[config.mk]
export PLATFORM = sky130hd
export DESIGN_NAME = sum_collector_flat
export DESIGN_NICKNAME = d
export VERILOG_FILES = /design/src/rtl/sum_collector_if.sv /design/src/rtl/sum_collector.sv /design/src/flat_wrapper.sv
export SDC_FILE = /design/constraint.sdc
export NUM_CORES = 1
export LEC_CHECK = 0
export ABC_CLOCK_PERIOD_IN_PS = 6270
export CORE_ASPECT_RATIO = 2
export CORE_MARGIN = 5
export CORE_UTILIZATION = 30
export DETAILED_ROUTE_END_ITERATION = 7
export GPL_TIMING_DRIVEN = 0
export SLEW_MARGIN = 25
export SYNTH_ARGS = -nofsm -noshare
export SYNTH_HDL_FRONTEND = slang
export SYNTH_SLANG_ARGS = --single-unit
export TNS_END_PERCENT = 1
[constraint.sdc]
create_clock -name clk -period 6.27 [get_ports clk]
set_clock_uncertainty 0.2 [all_clocks]
set_input_delay 0.627 -clock clk [delete_from_list [all_inputs] [get_ports clk]]
set_output_delay 0.627 -clock clk [all_outputs]
set_load 0.02 [all_outputs]
[src/rtl/sum_collector_if.sv]
// Result/handshake bundle between the adder, sum_collector and its consumer.
// Statistics signals exist only when SUM_COLLECTOR_STATS_EN is defined.
interface sum_collector_if #(
    parameter int W     = 64,
    parameter int DEPTH = 4,
    parameter int ACC_W = 80
);
    localparam int CNT_W = $clog2(DEPTH) + 1;

    logic             valid_i;
    logic [W:0]       sum_i;
    logic             is_odd_i;
    logic             ready_o;
    logic             valid_o;
    logic             ready_i;
    logic [W:0]       data_o;
    logic             odd_o;
    logic [CNT_W-1:0] count_o;
    logic             drop_o;
    logic             clear_i;
`ifdef SUM_COLLECTOR_STATS_EN
    logic [ACC_W-1:0] acc_o;
    logic [31:0]      odd_cnt_o;
`endif

    generate
        if (ACC_W < W + 1) begin : g_bad_acc_w
            $error("sum_collector_if: ACC_W must be >= W+1");
        end
    endgenerate

    modport master (
        output valid_i, sum_i, is_odd_i, ready_i, clear_i,
        input  ready_o, valid_o, data_o, odd_o, count_o, drop_o
`ifdef SUM_COLLECTOR_STATS_EN
        , input acc_o, odd_cnt_o
`endif
    );

    modport slave (
        input  valid_i, sum_i, is_odd_i, ready_i, clear_i,
        output ready_o, valid_o, data_o, odd_o, count_o, drop_o
`ifdef SUM_COLLECTOR_STATS_EN
        , output acc_o, odd_cnt_o
`endif
    );
endinterface

[src/rtl/sum_collector.sv]
// First-word-fall-through buffer for adder results with sticky overflow flag.
// Define SUM_COLLECTOR_STATS_EN to add the running-sum / odd-count statistics.
module sum_collector #(
    parameter int W     = 64,
    parameter int DEPTH = 4,
    parameter int ACC_W = 80
) (
    input  logic              clk,
    input  logic              reset_n,
    sum_collector_if.slave    bus
);
    localparam int PTR_W = $clog2(DEPTH);
    localparam int CNT_W = PTR_W + 1;
    localparam logic [CNT_W-1:0] FULL_CNT = CNT_W'(DEPTH);

    generate
        if (DEPTH < 2 || DEPTH > 256 || (DEPTH & (DEPTH - 1)) != 0) begin : g_bad_depth
            $error("sum_collector: DEPTH must be a power of two in 2..256");
        end
        if (ACC_W < W + 1) begin : g_bad_acc_w
            $error("sum_collector: ACC_W must be >= W+1");
        end
    endgenerate

    // Each entry holds {odd flag, sum}.
    logic [W+1:0]     mem_q [DEPTH];
    logic [PTR_W-1:0] wr_ptr_q, wr_ptr_d;
    logic [PTR_W-1:0] rd_ptr_q, rd_ptr_d;
    logic [CNT_W-1:0] count_q, count_d;
    logic             drop_q, drop_d;
    logic             full, push, pop, drop_ev;

    always_comb begin
        full     = (count_q == FULL_CNT);
        pop      = (count_q != '0) && bus.ready_i;
        push     = bus.valid_i && (!full || pop);
        drop_ev  = bus.valid_i && full && !pop;
        wr_ptr_d = push ? wr_ptr_q + PTR_W'(1) : wr_ptr_q;
        rd_ptr_d = pop  ? rd_ptr_q + PTR_W'(1) : rd_ptr_q;
        count_d  = count_q + CNT_W'(push) - CNT_W'(pop);
        // A drop in the same cycle as clear_i keeps the flag set.
        drop_d   = drop_ev ? 1'b1 : (bus.clear_i ? 1'b0 : drop_q);
    end

    always_ff @(posedge clk) begin
        if (!reset_n) begin
            wr_ptr_q <= '0;
            rd_ptr_q <= '0;
            count_q  <= '0;
            drop_q   <= 1'b0;
        end else begin
            wr_ptr_q <= wr_ptr_d;
            rd_ptr_q <= rd_ptr_d;
            count_q  <= count_d;
            drop_q   <= drop_d;
        end
    end

    always_ff @(posedge clk) begin
        if (reset_n && push) begin
            mem_q[wr_ptr_q] <= {bus.is_odd_i, bus.sum_i};
        end
    end

    logic [W+1:0] head;
    assign head        = mem_q[rd_ptr_q];
    assign bus.data_o  = head[W:0];
    assign bus.odd_o   = head[W+1];
    assign bus.valid_o = (count_q != '0);
    assign bus.ready_o = !full;
    assign bus.count_o = count_q;
    assign bus.drop_o  = drop_q;

`ifdef SUM_COLLECTOR_STATS_EN
    logic [ACC_W-1:0] acc_q, acc_d;
    logic [31:0]      odd_cnt_q, odd_cnt_d;

    // Clear zeroes the base first so a coincident push leaves only its own value.
    always_comb begin
        acc_d     = bus.clear_i ? '0 : acc_q;
        odd_cnt_d = bus.clear_i ? '0 : odd_cnt_q;
        if (push) begin
            acc_d = acc_d + ACC_W'(bus.sum_i);
            if (bus.is_odd_i && odd_cnt_d != 32'hFFFF_FFFF) begin
                odd_cnt_d = odd_cnt_d + 32'd1;
            end
        end
    end

    always_ff @(posedge clk) begin
        if (!reset_n) begin
            acc_q     <= '0;
            odd_cnt_q <= '0;
        end else begin
            acc_q     <= acc_d;
            odd_cnt_q <= odd_cnt_d;
        end
    end

    assign bus.acc_o     = acc_q;
    assign bus.odd_cnt_o = odd_cnt_q;
`endif
endmodule

[src/flat_wrapper.sv]
// flat-port wrapper written by rule: the top's interface ports become plain ports
module sum_collector_flat 
#(
    parameter int W     = 64,
    parameter int DEPTH = 4,
    parameter int ACC_W = 80
)
  (clk, reset_n, bus_valid_i, bus_sum_i, bus_is_odd_i, bus_ready_i, bus_clear_i, bus_ready_o, bus_valid_o, bus_data_o, bus_odd_o, bus_count_o, bus_drop_o);
  sum_collector_if #(.W(W), .DEPTH(DEPTH), .ACC_W(ACC_W)) bus_i ();
  input  logic clk;
  input  logic reset_n;
  input wire logic [$bits(bus_i.valid_i)-1:0] bus_valid_i;
  input wire logic [$bits(bus_i.sum_i)-1:0] bus_sum_i;
  input wire logic [$bits(bus_i.is_odd_i)-1:0] bus_is_odd_i;
  input wire logic [$bits(bus_i.ready_i)-1:0] bus_ready_i;
  input wire logic [$bits(bus_i.clear_i)-1:0] bus_clear_i;
  output wire logic [$bits(bus_i.ready_o)-1:0] bus_ready_o;
  output wire logic [$bits(bus_i.valid_o)-1:0] bus_valid_o;
  output wire logic [$bits(bus_i.data_o)-1:0] bus_data_o;
  output wire logic [$bits(bus_i.odd_o)-1:0] bus_odd_o;
  output wire logic [$bits(bus_i.count_o)-1:0] bus_count_o;
  output wire logic [$bits(bus_i.drop_o)-1:0] bus_drop_o;
  assign bus_i.valid_i = bus_valid_i;
  assign bus_i.sum_i = bus_sum_i;
  assign bus_i.is_odd_i = bus_is_odd_i;
  assign bus_i.ready_i = bus_ready_i;
  assign bus_i.clear_i = bus_clear_i;
  assign bus_ready_o = bus_i.ready_o;
  assign bus_valid_o = bus_i.valid_o;
  assign bus_data_o = bus_i.data_o;
  assign bus_odd_o = bus_i.odd_o;
  assign bus_count_o = bus_i.count_o;
  assign bus_drop_o = bus_i.drop_o;
  sum_collector #(.W(W), .DEPTH(DEPTH), .ACC_W(ACC_W)) u_core (.clk(clk), .reset_n(reset_n), .bus(bus_i));
endmodule
==> metrics.cfg, run 1 <==
[sta]
fin_crit_ns=3.63
min_period_over_period_pct=57.9
slew_violations=0
slew_headroom_pct=48.0
setup_viol=0
hold_viol_final=0
grt_setup_unrepaired=no
fin_hold_ws_ns=0.305
fmaxAchievable_mhz=275
tightest_slew_ns=0.780
tns_ns=0

[worst_hold_path]
min_path_cells=2
min-delay-start=u_core.wr_ptr_q[1]$_SDFFE_PN0N_
holdPathEnd=u_core.wr_ptr_q[1]$_SDFFE_PN0N_
min_path_type=register to register

[clock_tree]
numCtsBuffers=24
clockBufferDepth=3
cts_setup_buffers=0
clock-root-buffer=clkbuf_16
cts_resized=0
cts_tree=built
clk-insertion-delay-late_ns=0.52
cts.sinks=274
cts-htree-levels=1
clkTransAtPathRegs_ns=0.07
ctsHoldBuffers=0

[drt]
wl_per_cell_um=20.6
routed_via_density=4.50
vias=4591
ant_nets=0
drt_pass1_iterations=4
detail_route.wirelength_um=21000
drtIter0Drc=189
drc=0

[synthesis]
synth_flop_cell=edfxtp_1
ys_warn_count=0
yosysSeqAreaShare_pct=81.2
async_flop_share_pct=0
syn_nets=474
ys_ff_latch=274
netlist_top_cells_area=edfxtp_1, mux4_2, dfxtp_1
synth_top_area_cell=edfxtp_1
syn-cell-area_mm2=0.0100
avgSynthCellArea_um2=25.2
synth_edf_count=264
synth_top_area_share_pct=79.2
synthCells=397
ys_types=24

[power_and_ir_drop]
p_clk_share_pct=33.4
switching_share_pct=25.2
irDropWorstVdd_uv=263
comb_power_share_pct=23.6
p_per_area_mw_per_mm2=383
p_switching_mw=1.25
intPower_mw=3.71
leakage_nw=4.05
seq_power_share_pct=43.0

[critical_path]
criticalPathCategory=register to output pin
r2r-start=u_core.bus.count_o[1]$_SDFF_PN0_
worstPathRequired_ns=5.44
cp.buffers_inverters=3
path_delay_family=buffers and inverters
crit_path_max_fanout=10
reg2reg_depth=5
crit_chain=buf_2 > buf_1 > mux4_2 > clkdlybuf4s50_1
r2r_slack_ns=3.83
worstSetupStartpointType=register
cp-end-kind=output pin
timing.rr.end=u_core.mem_q[3][61]$_DFFE_PP_
slowest_stage=clkdlybuf4s50_1
slowest_delay_ns=0.57
cp_data_arrival_time_ns=2.81

[floorplanning]
fp.dieW_um=139
die_area_mm2=0.0373
start_util_pct=30.4
core-area_mm2=0.0329
die_y_um=268
rows=94
io_pins=143

[global_routing]
grt_util_all_layers_pct=11.3
grt_max_degree=35
grt_pass1_wl_um=31900
antenna_found_initial=2
grt_pass1_vias=5310
grt_overflow=0

[finish]
drive_gt1_share_pct=21.7
area_growth_pct=29.7
layout.nets=646

[placed_design]
dp_hpwl_um=14200
io_buffers=142
routabilityCongestion=0.744

[job]
drv_cap=0

[run_status]
outcome=finished clean

## cells by family after synthesis
logic type | count (synthesis) | synth area share, %
AO/OA/AOI/OAI | 4 | 0.325
XOR/XNOR | 4 | 0.350
adder cells (fa/ha/maj) | 6 | 0.825
buffers and inverters | 19 | 0.987
flip-flops | 274 | 81.2
multiplexers | 69 | 15.1
AND/OR/NAND/NOR | 21 | 1.17
## power by group through the flow
stage	logic, mW	registers [mW]	clock network, mW
global route	1.26	2.14	1.78
floorplan	0.673	2.18	0
global placement	1.18	2.17	0
finish	1.17	2.13	1.66
detailed placement	1.21	2.17	0
CTS	1.21	2.13	1.71
## flip-flops by register name (all words and copies together) (netlist names), named ones only
name                flops
u_core.rd_ptr_q         2
u_core.bus.count_o      3
u_core.wr_ptr_q         2
u_core.mem_q          264
u_core.bus.drop_o       1
## through the flow
step                setup WS [ns]  util (%)  cell area, um^2  total power, mW  cells
CTS                          2.51      39.4            13000             5.05   1018
global placement             1.23      36.4            12000             3.36    971
finish                       2.64      39.4            13000             4.97   1020
floorplan                    3.00         -            10000             2.85    397
global route                 2.43      39.4            13000             5.17   1020
detailed placement           3.10      36.7            12100             3.38    975
## worst max path at each step
stage / end / cells past startpoint / from / slack (ns)
after floorplan: u_core.mem_q[3][0]$_DFFE_PP_ / 4 / u_core.bus.count_o[1]$_SDFF_PN0_ / 3.00
after global placement: u_core.mem_q[0][55]$_DFFE_PP_ / 3 / reset_n / 1.23
after detailed placement: bus_data_o[61] / 4 / register / 3.10
after CTS: bus_data_o[55] / 4 / register / 2.51
after global routing: bus_data_o[40] / 4 / register / 2.43
final: bus_data_o[27] / 4 / register / 2.64
## routing by layer
layer | vias to the layer above | global-route usage [%] | routed length [um]
met4 | 0 | 4.63 | 554
met3 | 33 | 1.67 | 772
met5 | - | 0 | 0
met2 | 113 | 22.6 | 12500
li1 | 2032 | - | -
met1 | 2413 | 11.4 | 7200
## worst register-to-register path, cell delays in order, from the launching register on
cell and delay, ns:
dfxtp_1 0.51, or3b_4 0.22, o21a_1 0.14, buf_6 0.13, and3_4 0.57, buf_12 0.31
## cell usage after synthesis, types with 4 or more instances
cell type and instances:
and3_1 4, and2_1 6, xnor2_1 4, nand2_1 6
buf_1 5, dfxtp_1 10, buf_2 4, mux4_2 66
edfxtp_1 264, buf_4 4, ha_1 5
## cells in the final DEF (no fill, tap or decap), drive strengths merged, types with 4 or more instances in the layout
| cell | instances |
|---|---|
| edfxtp | 264 |
| clkdlybuf4s50 | 142 |
| mux4 | 66 |
| clkbuf | 27 |
| buf | 18 |
| dfxtp | 10 |
| clkinv | 9 |
| bufinv | 7 |
| nand2 | 6 |
| and2 | 6 |
| ha | 5 |
| and3 | 4 |
| xnor2 | 4 |
| inv | 4 |
## cell type report
cell class / instances / area (um^2)
Buffer: 16 / 87.6
Fill cell: 2988 / 20000
Antenna cell: 2 / 5.00
Timing Repair Buffer: 146 / 1500
Clock buffer: 25 / 626
Multi-Input combinational cell: 104 / 1800
Clock inverter: 18 / 278
Sequential cell: 274 / 8130
Tap cell: 432 / 541
Inverter: 3 / 11.3
Power figures use the tool's default switching activity.
==> run 2, diff against run 1 <==
--- a/config.mk
+++ b/config.mk
@@ -5,7 +5,7 @@
 export SDC_FILE = /design/constraint.sdc
 export NUM_CORES = 1
 export LEC_CHECK = 0
-export ABC_CLOCK_PERIOD_IN_PS = 6270
+export ABC_CLOCK_PERIOD_IN_PS = 3150
 export CORE_ASPECT_RATIO = 2
 export CORE_MARGIN = 5
 export CORE_UTILIZATION = 30
==> constraint.sdc (replaced) <==
create_clock -name clk -period 3.15 [get_ports clk]
set_clock_uncertainty 0.2 [all_clocks]
set_input_delay 0.315 -clock clk [delete_from_list [all_inputs] [get_ports clk]]
set_output_delay 0.315 -clock clk [all_outputs]
set_load 0.02 [all_outputs]
==> metrics.cfg, run 2 (same netlist as run 1, synthesis figures left out) <==
[run_status]
outcome=finished clean

[sta]
hold_viol_final=0  ; unchanged
fin_crit_ns=2.98
tightest_slew_ns=0.654  ; -0.127 ns
slew_headroom_pct=56.4  ; +8.5 points
tns_ns=0  ; unchanged
worst_slack_ns=0.170  ; -2.47 ns
grt_setup_unrepaired=no
min_period_over_period_pct=94.6
fmaxAchievable_mhz=336
setup_viol=0  ; unchanged
slew_violations=0  ; unchanged

[drt]
routed_via_density=4.51  ; +0.12%
wl_per_cell_um=20.1  ; -2.6%
ant_nets=0  ; unchanged
drtIter0Drc=185  ; -2.1%
detail_route.wirelength_um=20500  ; -2.7%
drt_pass1_iterations=4  ; unchanged
vias=4592  ; +0.022%
drc=0  ; unchanged

[global_routing]
grt_pass1_vias=5332  ; +0.41%
antenna_found_initial=2  ; unchanged
grt_max_degree=42  ; +20%
grt_pass1_wl_um=31300  ; -2.0%
grt_overflow=0  ; unchanged
grt_util_all_layers_pct=11.0  ; -0.30 points

[finish]
layout_common_cells=edfxtp_1, clkdlybuf4s50_1, mux4_2
regMostFlops=u_core.mem_q
diodes=0  ; -2
fin_cells=1019  ; -0.098%
layout.nets=647  ; +0.15%
largest_register_ffs=264  ; unchanged
final_common_cell=edfxtp_1
drive_gt1_share_pct=21.5  ; -0.21 points
fin_area_mm2=0.0129  ; -0.50%
area_growth_pct=29.0

[clock_tree]
cts_setup_buffers=0  ; unchanged
numCtsBuffers=25  ; +4.2%
clkTransAtPathRegs_ns=0.06  ; about the same
cts-htree-levels=1  ; unchanged
clockBufferDepth=3  ; unchanged
clock-root-buffer=clkbuf_16
cts.sinks=274  ; unchanged
cts_tree=built
clk-insertion-delay-late_ns=0.53  ; about the same

[power_and_ir_drop]
p_per_area_mw_per_mm2=739  ; +93%
leakage_nw=4.03  ; -0.60%
fin_total_pwr_mw=9.54  ; +92%
irDropWorstVdd_uv=538  ; +100%

[placed_design]
placed_cells=975  ; unchanged
io_buffers=142  ; unchanged
dp_hpwl_um=13700  ; -3.4%
postPlaceCellArea_mm2=0.0121  ; +0.12%
pre_cts_ws_ns=0.321  ; -2.77 ns
routabilityCongestion=0.698  ; -6.2%

[critical_path]
path_delay_family=buffers and inverters
crit_chain=buf_6 > buf_6 > mux4_2 > clkdlybuf4s50_1
crit_path_max_fanout=10  ; unchanged
slowest_delay_ns=0.59  ; +0.02 ns
criticalPathCategory=register to output pin
cp_data_arrival_time_ns=2.47  ; -0.34 ns
cp.buffers_inverters=3  ; unchanged
cp-end-kind=output pin
worstSetupStartpointType=register
worstPathRequired_ns=2.63  ; -2.81 ns
slowest_stage=clkdlybuf4s50_1
cp_common_cell=buf_6

[floorplanning]
die_area_mm2=0.0373  ; unchanged
start_util_pct=30.4  ; unchanged
rows=94  ; unchanged
die_y_um=268  ; unchanged
core-area_mm2=0.0329  ; unchanged
fp.dieW_um=139  ; unchanged
io_pins=143  ; unchanged

[worst_hold_path]
min_path_type=input port to register

[job]
drv_cap=0  ; unchanged

[run 2: cell count changes in the layout (fill, tap and decap cells not counted), sizes merged]
cell	delta
buf	-2
bufinv	-4
clkbuf	+3
clkinv	+3
diode	-2
inv	+1
[run 2: routing by layer]
metal  part of all wire, %  vias to the layer above  GRT usage, %  wire [um]
met5                 0.034                        -             0          7
met4                   3.3                        2          4.61        676
met3                   4.4                       41          2.26        909
met2                    59                      112          21.8      12000
met1                    34                     2405          10.8       6860
li1                      -                     2032             -          -
[run 2: cell type report]
type / count / area (um^2)
tap: 432 / 541
clock inverter: 18 / 168
buffer: 16 / 119
timing repair buffer: 146 / 1520
inverter: 3 / 11.3
sequential: 274 / 8130
fill: 2986 / 20000
clock buffer: 26 / 629
multi-input combinational: 104 / 1800
[run 2: repair_timing]
action / 4_1_cts / 5_1_grt
setup endpoints to repair: 40 / 40
hold buffers: 0 / 0
resized for setup: 6 / 6
[run 2: report_power, final]
part	leakage [nW]	internal [mW]	switching (mW)
registers	2.48	4.18	0.0673
logic	1.16	1.22	1.13
clock network	0.394	1.70	1.26
[run 2: path summary, 6_finish.rpt]
check	cells past startpoint	endpoint	startpoint	slack, ns
setup reg to reg	5	u_core.mem_q[3][52]$_DFFE_PP_	u_core.bus.count_o[1]$_SDFF_PN0_	0.75
hold reg to reg	2	u_core.bus.drop_o$_SDFFE_PN0P_	u_core.bus.drop_o$_SDFFE_PN0P_	0.26
setup / recovery	4	bus_data_o[39]	register	0.17
hold / removal	2	u_core.bus.drop_o$_SDFFE_PN0P_	bus_clear_i	0.14
[run 2: through the flow]
| step | hold WS [ns] | util (%) |
|---|---|---|
| after floorplan | 0.203 | - |
| after global placement | 0.266 | 36.4 |
| after detailed placement | 0.263 | 36.7 |
| after CTS | 0.108 | 39.2 |
| after global routing | 0.134 | 39.2 |
| final | 0.141 | 39.2 |
==> run 3, diff against run 2 <==
--- a/config.mk
+++ b/config.mk
@@ -7,7 +7,6 @@
 export LEC_CHECK = 0
 export ABC_CLOCK_PERIOD_IN_PS = 3150
 export CORE_ASPECT_RATIO = 2
-export CORE_MARGIN = 5
 export CORE_UTILIZATION = 30
 export DETAILED_ROUTE_END_ITERATION = 7
 export GPL_TIMING_DRIVEN = 0
==> metrics.cfg, run 3 (same netlist as run 1, synthesis figures left out) <==
[run_status]
outcome=finished clean

[critical_path]
r2r_slack_ns=0.76  ; about the same
cp_data_arrival_time_ns=2.49  ; +0.02 ns
cp_num_cells=4  ; unchanged
criticalPathCategory=register to output pin
cp.buffers_inverters=3  ; unchanged
crit_chain=buf_4 > buf_6 > mux4_2 > clkdlybuf4s50_1
path_delay_family=buffers and inverters
worstSetupStartpointType=register
slowest_stage=clkdlybuf4s50_1
reg2reg_depth=5  ; unchanged
r2r-start=u_core.bus.count_o[1]$_SDFF_PN0_
crit_path_max_fanout=10  ; unchanged
worstPathRequired_ns=2.63  ; about the same
timing.rr.end=u_core.mem_q[3][64]$_DFFE_PP_
cp-end-kind=output pin
slowest_delay_ns=0.59  ; about the same

[drt]
drt_pass1_iterations=4  ; unchanged
ant_nets=0  ; unchanged
drtIter0Drc=245  ; +32%
vias=4573  ; -0.41%
wl_per_cell_um=19.6  ; -2.2%
detail_route.wirelength_um=20000  ; -2.4%
drc=0  ; unchanged
routed_via_density=4.50  ; -0.22%

[global_routing]
grt_pass1_vias=5307  ; -0.47%
grt_use_met2_pct=24.6  ; +2.8 points
grt_pass1_wl_um=30600  ; -2.0%
met1_usage_pct=11.4  ; +0.66 points
grt_overflow=0  ; unchanged
grt-busiest-layer=met2
grt_util_all_layers_pct=11.9  ; +0.96 points
grt_util_met3_pct=1.61  ; -0.65 points
antenna_found_initial=0  ; -2
grt_max_degree=35  ; -17%

[sta]
slew_headroom_pct=56.1  ; -0.33 points
tns_ns=0  ; unchanged
grt_setup_unrepaired=yes
fin_hold_ws_ns=0.148  ; +0.00680 ns
hold_viol_final=0  ; unchanged
fin_crit_ns=3.00  ; +0.0204 ns
slew_violations=0  ; unchanged
setup_viol=0  ; unchanged
tightest_slew_ns=0.658  ; +0.00497 ns
min_period_over_period_pct=95.3  ; +0.65 points
fmaxAchievable_mhz=333  ; -0.68%

[floorplanning]
rows=94  ; unchanged
core-area_mm2=0.0328  ; -0.36%
fp.dieW_um=131  ; -5.7%
start_util_pct=30.5  ; +0.11 points
die_area_mm2=0.0341  ; -8.6%
die_y_um=260  ; -3.0%
io_pins=143  ; unchanged

[placed_design]
dp_hpwl_um=13200  ; -3.4%
routabilityCongestion=0.690  ; -1.2%
io_buffers=142  ; unchanged
placed_cells=975  ; unchanged

[finish]
layout.nets=647  ; unchanged
area_growth_pct=28.7
fin_cells=1017  ; -0.20%
drive_gt1_share_pct=21.2  ; -0.27 points
final_common_cell=edfxtp_1
diodes=0  ; unchanged
regMostFlops=u_core.mem_q
layout_common_cells=edfxtp_1, clkdlybuf4s50_1, mux4_2
largest_register_ffs=264  ; unchanged

[power_and_ir_drop]
fin_total_pwr_mw=9.52  ; -0.24%
leakage_nw=4.02  ; -0.31%
irDropWorstVdd_uv=467  ; -13%
p_per_area_mw_per_mm2=738  ; about the same

[clock_tree]
numCtsBuffers=25  ; unchanged
ctsHoldBuffers=0  ; unchanged
clkTransAtPathRegs_ns=0.07  ; about the same
clk-insertion-delay-late_ns=0.52  ; about the same
cts_setup_buffers=0  ; unchanged
cts-htree-levels=1  ; unchanged
clock-root-buffer=clkbuf_16
cts_tree=built
cts.sinks=274  ; unchanged
clockBufferDepth=3  ; unchanged

[worst_hold_path]
holdPathEnd=u_core.bus.drop_o$_SDFFE_PN0P_
min-delay-start=bus_clear_i
min_path_type=input port to register
min_path_cells=2  ; unchanged

[job]
drv_cap=0  ; unchanged

[run 3: metrics by stage]
step	area (um^2)	util [%]	worst slack, ns
2_1_floorplan	10000	-	-0.118
3_3_place_gp	12000	36.5	-1.65
3_5_place_dp	12100	36.8	0.334
4_1_cts	12900	39.2	-0.0228
5_1_grt	12900	39.3	-0.00985
6_report	12900	39.3	0.149
[run 3: how the worst max path moves through the flow]
stage / start / end / slack [ns]
after floorplan: u_core.bus.count_o[1]$_SDFF_PN0_ / u_core.mem_q[0][0]$_DFFE_PP_ / -0.12
after global placement: reset_n / u_core.mem_q[0][37]$_DFFE_PP_ / -1.65
after detailed placement: register / bus_data_o[35] / 0.33
after CTS: register / bus_data_o[35] / -0.02
after global routing: register / bus_data_o[35] / -0.01
final: register / bus_data_o[29] / 0.15
[run 3: cell type report]
cell class / count / area [um^2]
Fill cell: 2892 / 19900
Tap cell: 432 / 541
Clock buffer: 29 / 641
Sequential cell: 274 / 8130
Multi-Input combinational cell: 104 / 1800
Clock inverter: 13 / 148
Buffer: 16 / 115
Timing Repair Buffer: 146 / 1500
Inverter: 3 / 11.3
[run 3: repair_timing]
item,CTS,global route
endpoints found under the setup margin,40,37
gates resized for setup,5,6
pin swaps,0,0
[run 3: power breakdown]
group	internal (mW)	switching [mW]
Combinational	1.21	1.11
Sequential	4.18	0.0667
Clock	1.70	1.25
[run 3: metal layers]
metal,vias up,wire length (um)
li1,2034,-
met1,2400,6800
met2,107,11900
met3,32,728
met4,0,529
met5,-,0
==> RTL edit: new RTL, config.mk and constraints of run 3 <==
`W` is set to 64 in 3 places; all go to 32.
--- a/src/rtl/sum_collector_if.sv
+++ b/src/rtl/sum_collector_if.sv
@@ -3,3 +3,3 @@
 interface sum_collector_if #(
-    parameter int W     = 64,
+    parameter int W     = 32,
     parameter int DEPTH = 4,
--- a/src/rtl/sum_collector.sv
+++ b/src/rtl/sum_collector.sv
@@ -3,3 +3,3 @@
 module sum_collector #(
-    parameter int W     = 64,
+    parameter int W     = 32,
     parameter int DEPTH = 4,
--- a/src/flat_wrapper.sv
+++ b/src/flat_wrapper.sv
@@ -3,3 +3,3 @@
 #(
-    parameter int W     = 64,
+    parameter int W     = 32,
     parameter int DEPTH = 4,
Ports: changed (resized bus_data_o and bus_sum_i); port bits go from 143 to 79. No check against the original RTL was run, so the function may have changed too.
==> RTL edit against run 3 <==
The flow now finishes with violations (DRC); area after synthesis decreased by 46%; clock power down 35%; total power down 42%; sequential cell count shrank 128; critical path type unchanged; setup slack gained 0.019 ns; cell area is 45% lower; maximum frequency is 0.64% higher; global-route usage fell by 0.38 points; worst hold slack gained 0.099 ns; wire length fell by 49%.
==> RTL edit: results <==
clocking:
  cts_made_buffers: 17
  clk_latency_ns: 0.42
  clock_path_buffers: 2
  htreeDepth: 4
drt:
  wl_mm: 10.2
  vias: 2573
  drc_errors: 2
  met3_length_um: 486
  drt_iter0_drc: 83
  wl_met1_mm: 3.49
  route.met2.wl_mm: 5.94
  firstDrtPassIters: 6
run_status:
  violations: "DRC"
  status: "complete, but fails checks"
final_layout:
  largest_reg_flops: 136
  layout.cells.non_filler: 558
  final_nets: 377
  nFillCells: 1557
logic_synthesis:
  synth_compound_area_share_pct: 0.601
  synth.area.top_cells: "edfxtp_1, mux4_2, dfxtp_1"
  synthTopCellsByCount: "edfxtp_1, mux4_2, dfxtp_1, and2_1, nand2_1"
  synth_nets: 276
  synth_edf_count: 136
  muxShareOfSynthArea_pct: 14.7
  synth_xor_area_share_pct: 0.648
  avgSynthCellArea_sq_um: 23.4
  synthAdderAreaFrac_pct: 1.53
  synth_cell_types: 23
grt:
  grt_usage_pct: 11.5
  grt_max_degree: 19
  grt_pass1_wl_mm: 15.3
  grt_pass1_vias: 2818
placed_design:
  numPortBuffers: 78
  post-place-ws_ns: 0.315
  dp.cells: 526
  hpwl_mm: 6.57
  gp_congestion: 0.695
power:
  p_leak_nw: 2.29
  vdd_ir_drop_max_mv: 0.422
hold_path:
  hold_class: "input pin to register"
==> RTL edit: cell types whose count changed after synthesis, sizes merged <==
cell	delta
mux4	-32
buf	-6
edfxtp	-128
==> RTL edit: layout make-up <==
class / count / area (sq um) / area share, %
inverters: 3 / 11.3 / 0.157
clock buffers: 18 / 429 / 6.00
flip-flops and latches: 146 / 4280 / 59.9
well taps: 213 / 267 / 3.73
multi-input cells: 72 / 1070 / 14.9
plain buffers: 10 / 58.8 / 0.822
repair buffers: 82 / 891 / 12.5
clock inverters: 14 / 141 / 1.98
==> RTL edit: timing repair <==
action / in CTS / in global routing
endpoints found under the setup margin: 30 / 8
hold buffers: 0 / 0
resized for setup: 3 / 2
endpoints found under the hold margin: 0 / 0
==> RTL edit: worst max-delay path: stages (launching register included) <==
cell,delay (ns)
dfxtp_1,0.30
buf_2,0.22
buf_2,0.38
mux4_2,0.58
clkdlybuf4s50_1,0.56
==> RTL edit: report_power, final <==
group	total, mW	switching [mW]	internal [mW]
sequential	2.28	0.0461	2.23
clock	1.92	0.763	1.16
combinational	1.30	0.617	0.680
==> RTL edit: cells by family after synthesis <==
kind of cell,count (synthesis)
buf+inv,13
mux,37
flops,146
compound gates,4
simple gates,21
xor+xnor,4
fa+ha+maj,6
==> RTL edit: metrics by stage <==
step	setup TNS (ns)	power [mW]	area, sq um	utilization [%]
after floorplan	0	3.08	5410	-
after global placement	-22.44	3.61	6460	36.5
after detailed placement	0	3.64	6570	37.1
after CTS	0	5.57	7150	40.4
after global routing	0	5.70	7150	40.4
final	0	5.49	7150	40.4
==> RTL edit: worst paths after layout <==
kind | start | endpoint | slack [ns] | cells past startpoint
worst max register to register | u_core.bus.count_o[2] | u_core.mem_q[2][25] | 0.87 | 5
worst max-delay path | register | bus_data_o[18] | 0.17 | 4
worst min-delay path | bus_clear_i | u_core.bus.drop_o | 0.25 | 2
worst min register to register | u_core.bus.drop_o | u_core.bus.drop_o | 0.28 | 2
==> RTL edit: per-layer routing <==
| layer | vias to the layer above | GRT usage [%] |
|---|---|---|
| li1 | 1162 | - |
| met1 | 1333 | 10.8 |
| met2 | 62 | 21.5 |
| met3 | 16 | 3.78 |
| met4 | 0 | 6.72 |
| met5 | - | 0 |
